File: config.mk
export PLATFORM = sky130hd
export DESIGN_NAME = shift42_tx
export DESIGN_NICKNAME = d
export VERILOG_FILES = /design/src/rtl/shift42_tx.sv
export SDC_FILE = /design/constraint.sdc
export NUM_CORES = 1
export LEC_CHECK = 0
export CAP_MARGIN = 20
export CELL_PAD_IN_SITES_DETAIL_PLACEMENT = 1
export CELL_PAD_IN_SITES_GLOBAL_PLACEMENT = 2
export CORE_ASPECT_RATIO = 0.8
export CORE_MARGIN = 2
export CORE_UTILIZATION = 32
export DETAILED_ROUTE_END_ITERATION = 8
export PLACE_DENSITY = 0.74
export REMOVE_ABC_BUFFERS = 1
export SETUP_SLACK_MARGIN = 0.02
export SLEW_MARGIN = 20
export SYNTH_ARGS = -nofsm -noshare
export SYNTH_HDL_FRONTEND = slang
export SYNTH_SLANG_ARGS = --single-unit
export TNS_END_PERCENT = 1
File: constraint.sdc
create_clock -name clk -period 1.8 [get_ports clk]
set_input_delay 0.27 -clock clk [delete_from_list [all_inputs] [get_ports clk]]
set_output_delay 0.27 -clock clk [all_outputs]
set_load 0.05 [all_outputs]
File: src/rtl/shift42_tx.sv
// shift42_tx: serializer for the 42-bit readout link.
//
// The frame {addr, rw, data, t} is captured on an accepted start. It is then
// shifted out MSB-first on sda, with a divided serial clock on sclk and a
// frame enable on sen. The receiver samples sda on each rising sclk edge.
//
// Ports
//   clk    in   system clock, rising edge
//   rst    in   synchronous active-high reset
//   start  in   one-cycle frame request, honoured only while busy=0
//   addr   in   [7:0]  frame address, sent first
//   rw     in   read/write flag
//   data   in   [31:0] payload
//   t      in   trailer/test bit, sent last
//   sclk   out  serial clock
//   sen    out  frame enable
//   sda    out  serial data
//   busy   out  frame in progress
//   done   out  one-cycle pulse at frame end
//
// state | meaning
// ------+---------------------------------------------------------------
// IDLE  | link quiet, waiting for start
// LOW   | sclk low for CLK_DIV cycles, sda holds the current bit
// HIGH  | sclk high for CLK_DIV cycles, receiver samples on entry
// TAIL  | sclk low for CLK_DIV cycles after the last bit, sen still high
// DONE  | one cycle with done=1, busy=0; a new start is accepted here
module shift42_tx #(
    parameter int unsigned CLK_DIV = 4
) (
    input  logic        clk,
    input  logic        rst,
    input  logic        start,
    input  logic [7:0]  addr,
    input  logic        rw,
    input  logic [31:0] data,
    input  logic        t,
    output logic        sclk,
    output logic        sen,
    output logic        sda,
    output logic        busy,
    output logic        done
);

    typedef enum logic [2:0] {
        IDLE,
        LOW,
        HIGH,
        TAIL,
        DONE
    } state_t;

    localparam logic [15:0] DIV_TC   = 16'(CLK_DIV - 1);
    localparam logic [5:0]  LAST_BIT = 6'd41;

    state_t      state_q;
    logic [40:0] shreg_q;     // bits still to send after the one on sda
    logic [5:0]  bit_cnt_q;
    logic [15:0] div_cnt_q;
    logic        sclk_q;
    logic        sen_q;
    logic        sda_q;
    logic        busy_q;
    logic        done_q;

    logic        div_tc;
    logic [41:0] frame;

    assign div_tc = (div_cnt_q == DIV_TC);
    assign frame  = {addr, rw, data, t};

    always_ff @(posedge clk) begin
        if (rst) begin
            state_q   <= IDLE;
            shreg_q   <= '0;
            bit_cnt_q <= '0;
            div_cnt_q <= '0;
            sclk_q    <= 1'b0;
            sen_q     <= 1'b0;
            sda_q     <= 1'b0;
            busy_q    <= 1'b0;
            done_q    <= 1'b0;
        end else begin
            case (state_q)
                // busy is low in both IDLE and DONE, so start is honoured
                // directly here and ignored everywhere else.
                IDLE, DONE: begin
                    done_q    <= 1'b0;
                    sclk_q    <= 1'b0;
                    bit_cnt_q <= '0;
                    div_cnt_q <= '0;
                    if (start) begin
                        state_q <= LOW;
                        shreg_q <= frame[40:0];
                        sda_q   <= frame[41];
                        sen_q   <= 1'b1;
                        busy_q  <= 1'b1;
                    end else begin
                        state_q <= IDLE;
                        sda_q   <= 1'b0;
                        sen_q   <= 1'b0;
                        busy_q  <= 1'b0;
                    end
                end
                LOW: begin
                    if (div_tc) begin
                        div_cnt_q <= '0;
                        sclk_q    <= 1'b1;
                        state_q   <= HIGH;
                    end else begin
                        div_cnt_q <= div_cnt_q + 16'd1;
                    end
                end
                HIGH: begin
                    if (div_tc) begin
                        div_cnt_q <= '0;
                        sclk_q    <= 1'b0;
                        if (bit_cnt_q == LAST_BIT) begin
                            state_q <= TAIL;
                        end else begin
                            // next bit appears on the same edge sclk falls
                            bit_cnt_q <= bit_cnt_q + 6'd1;
                            sda_q     <= shreg_q[40];
                            shreg_q   <= {shreg_q[39:0], 1'b0};
                            state_q   <= LOW;
                        end
                    end else begin
                        div_cnt_q <= div_cnt_q + 16'd1;
                    end
                end
                TAIL: begin
                    if (div_tc) begin
                        div_cnt_q <= '0;
                        sen_q     <= 1'b0;
                        sda_q     <= 1'b0;
                        busy_q    <= 1'b0;
                        done_q    <= 1'b1;
                        state_q   <= DONE;
                    end else begin
                        div_cnt_q <= div_cnt_q + 16'd1;
                    end
                end
                default: begin
                    state_q <= IDLE;
                end
            endcase
        end
    end

    assign sclk = sclk_q;
    assign sen  = sen_q;
    assign sda  = sda_q;
    assign busy = busy_q;
    assign done = done_q;

endmodule

* Word level (Yosys, flattened, before mapping) *
Cells that the tools add are included.

operators by class
  add/sub/neg operators = 2
  equal/unequal tests = 11
  multiplexer cells = 25
  reduce and logical (&&, ||, !) cells = 14

operators with widths
  kind                   number
  $mux 41                3
  $pmux 41 s2            1
  $pmux 16 s2            1
  $add 16x1->16 const B  1
  $eq 16x2->1 const B    1
  $mux 16                1
  $mux 6                 2
  $pmux 3 s4             1
  $pmux 6 s2             1
  $ne 2x2->1 const B     5
  $mux 3                 3
  $reduce_and 3->1       3
  $reduce_and 4->1       2
  $mux 1                 7
  $add 6x1->6 const B    1
  $eq 3x2->1 const B     2
  $eq 6x6->1 const B     1
  $pmux 1 s3             2
  $reduce_bool 2->1      3
  $reduce_bool 3->1      2
  $pmux 1 s2             2
  $eq 3x1->1 const B     1
  $eq 3x3->1 const B     1
  $logic_not 3->1        1
  other kinds (4)        4

storage, ports and cells
  register bits after elaboration = 70
  bits of input ports = 45
  output and inout bits = 5
  logic and storage cells = 60

* Depth between registers and ports, before layout *
  depth in word-level cells = 4
  gate-level depth with buffers = 7
  depth with buffers taken out = 6

* Worst setup path before layout *
OpenSTA, ideal clock, no wires.

  path type = register to register
  from = register div_cnt_q[0]
  to = register shreg_q[10]
  library setup time = 0.121 ns
  data arrival time = 1.621 ns
  required time = 1.679 ns
  path slack = 0.058 ns
  cell stages (with the launch flop) = 7
  path buffers = 1
  clock period less this slack = 1.742 ns
  cell sequence = dfxtp_1 ha_1 nor4b_4 nand4_2 o21a_2 buf_6 mux2_4

between the ends
  word-level cells in the longest chain between the ends = 3

ends and longest elaborated chain
  element                            RTL line  source
  from (decl)                        59        logic [15:0] div_cnt_q;
  from (signal assigned)             111       div_cnt_q <= div_cnt_q + 16'd1;
  from (signal assigned)             128       div_cnt_q <= div_cnt_q + 16'd1;
  from (signal assigned)             140       div_cnt_q <= div_cnt_q + 16'd1;
  $eq 16x2->1                        69        assign div_tc = (div_cnt_q == DIV_TC);
  $ne 2x2->1 (no source line)        -
  $reduce_and 4->1 (no source line)  -
  to (signal assigned)               94        shreg_q <= frame[40:0];
  to (signal assigned)               124       shreg_q <= {shreg_q[39:0], 1'b0};
  to (decl)                          57        logic [40:0] shreg_q;

Every way passes these cells.
A chain may end at the register's enable or synchronous reset.

* Worst setup path after layout *
  from = register div_cnt_q[0]
  to = register shreg_q[21]

The elaborated chain is that of the path after synthesis.

==> summary.txt <==
worst reg2reg path depth = 6
fin nets = 557
Die H = 104.7 um
CP Capture Type = flip-flop
clk slew on worst S/H paths = 0.06 ns
RSZ-0062 raised after global routing = yes
final setup fails = 0
Die X = 129.8 um
Root Driver = clkbuf_16
first-pass GRT wire length = 18.29 mm
worst min-delay path class = primary input to flip-flop
startpoint types = flip-flop
CTS Buf Count = 9
Post-synth ARST share = 0
Yosys Warn Count = 0
Fin Setup TNS = 0 ns
CTS Hold Bufs = 0
vias in the first global route = 3,461
Total Routing Usage GR = 0.1684
worst setup margin = 0.007119 ns
share of cells above drive strength 1 = 0.2451
largest cells by area after synthesis = dfxtp_1, mux2_4, mux2i_1, nor2b_1, nor2_1
hpwl dp = 7.597 mm
Synth top area share = 0.3458
final core utilization = 0.4405
CTS H-tree depth = 3
Mapped Cells = 433
Post-DRT Antenna Nets = 0
Iteration-0 DRC Markers = 145
vias = 3,390
# Max-Cap Violations = 0
leakage = 2.105 nW
vias per inst = 4.949
total grt overflow = 0
Hold EP = state_q[2]
final hold vios = 0
Worst Tran Pin Value = 0.5360 ns
DRC = 0
clock buffer depth = 2
Max Freq = 557.8 MHz
EDFF count, synth = 0
Max Fanout on Critical Path = 14
synth unique cells = 50
Design Power = 4.073 mW
PwrDens = 754.7 nW/um^2
clock skew = 0.005460 ns
I/O pin count = 50
arrival time at the worst endpoint = 2.01 ns
diode count = 0
FF-to-FF setup slack = 0.007 ns
CTS tree = yes
CTS sink count = 70
Required @ worst endpoint = 2.01 ns
initial antenna violation count = 0
min-delay src = rst
relative slew slack = 0.6441
hold path depth = 3
Yosys reg bits = 70
Max Slew Vio Count = 0
Rows = 36
fin crit period = 1.793 ns
status = completed
die area = 13,590 sq um
Buffers on Ports = 49
Min Hold Slack = 0.4763 ns
Initial Util = 0.3308
Most used DFF post-synth = dfxtp_1
worst skew pair latency = 0.33 ns
Worst R2R Start = div_cnt_q[0]
Worst VDD drop = 0.0006112 V
Core Region = 12,250 sq um
RR Endpoint = shreg_q[21]
leading area contributor after synthesis = dfxtp_1
largest net degree at the start of global routing = 62
Cell Area, Synth = 4053 sq um
GPL Wtd Cong = 0.8107
Final period util = 0.9960
routed len/inst = 16.16 um
final WL = 11.07 mm
sequential share of the synthesized area = 0.3458
Crit Path Class = flip-flop to flip-flop
DP Worst Slack = -0.1060 ns
Layout area overhead = 33.16%
mean cell area of the mapped netlist = 9.359 sq um
first drt pass iteration count = 4
## worst max-delay path: stages, from the launching register on
cell and delay, ns:
dfxtp_2 0.35, ha_4 0.14, nor4b_4 0.22, nand4_2 0.19, o21a_4 0.29, buf_12 0.17, mux2_4 0.30
## worst max-delay path by stage
stage / end / cells past startpoint / startpoint / slack, ns
final: shreg_q[21] / 6 / div_cnt_q[0] / 0.007
after floorplan: shreg_q[10] / 4 / state_q[1] / -2.72
after CTS: shreg_q[21] / 6 / div_cnt_q[1] / -0.0004
after detailed placement: bit_cnt_q[1] / 5 / div_cnt_q[11] / -0.11
after global placement: bit_cnt_q[1] / 6 / div_cnt_q[0] / -0.16
after global routing: sda / 6 / div_cnt_q[0] / -0.1
## cells in the mapped netlist (3+ instances only)
cell and number:
nor3_1 4, and4_1 4, nand3b_1 5, or3_1 6, nand2_1 28, o22ai_1 5, nor2_1 46, o21ai_0 8
and3_1 5, ha_1 3, or4_1 3, nand3_1 10, o21bai_1 3, buf_1 4, buf_4 5, inv_1 4
nor4b_1 3, nor2b_1 43, a21oi_1 19, nand2b_1 7, mux2i_1 45, clkbuf_1 15, a31oi_1 3, dfxtp_1 70
mux2_4 40, buf_6 4, buf_2 5, nand4_1 9, nor4_1 3
## layout make-up
type                       instances  area, sq um
fill                            1411         6855
multi-input combinational        326         2549
sequential                        70         1406
timing repair buffer              98        909.6
clock buffer                      13        260.3
tap                              171        214.0
clock inverter                     3        42.54
inverter                           4        15.01
## timing repair
item / CTS / global route
resized for setup: 19 / 6
cloned: 1 / 0
setup endpoints to repair: 47 / 49
pin swaps: 2 / 5
setup buffers: 1 / 0
## layout by cell type (no fill, tap or decap), types with 4 or more instances in the layout
cell / instances
nand2_1: 28
nand2b_1: 7
mux2_4: 41
and4_1: 4
dfxtp_1: 66
and3_1: 4
o22ai_1: 5
inv_1: 4
nor3_1: 4
nand3b_1: 5
clkbuf_16: 9
mux2i_1: 45
clkdlybuf4s50_1: 43
a21oi_1: 18
dfxtp_2: 4
or3_1: 6
buf_4: 45
o21ai_0: 7
nor2b_1: 43
nor2_1: 46
nand4_1: 9
nand3_1: 10
## registers in the layout (all words and copies together) (netlist names)
| signal | cells |
|---|---|
| sclk | 1 |
| busy | 1 |
| shreg_q | 41 |
| div_cnt_q | 16 |
| bit_cnt_q | 6 |
| state_q | 3 |
| sda | 1 |
| done | 1 |
## power breakdown
part,total (mW),internal [mW],switching (mW)
sequential,1.67,1.63,0.0419
clock,1.82,1.15,0.677
combinational,0.577,0.334,0.242
## kinds of logic after synthesis
| kind of cell | Yosys count | share of synthesized area |
|---|---|---|
| AND/OR/NAND/NOR | 184 | 0.2522 |
| multiplexers | 86 | 0.2621 |
| flip-flops | 70 | 0.3458 |
| AO/OA/AOI/OAI | 52 | 0.08058 |
| buffers and inverters | 37 | 0.04785 |
| adder cells (fa/ha/maj) | 3 | 0.009263 |
| XOR/XNOR | 1 | 0.002162 |
## through the flow
stage	instances	instance area [sq um]
detailed placement	667	4965
global route	685	5396
CTS	685	5384
finish	685	5396
global placement	667	4965
floorplan	400	3874
## routing by layer
metal  vias to the layer above  share of wire  track usage
met4                         0         0.0098      0.04071
met1                      1639           0.52       0.2479
met3                         7          0.029      0.03431
met2                        49           0.44       0.2502
li1                       1695              -            -
met5                         -              0            0
Note: power is estimated with default switching activity, not from simulation.
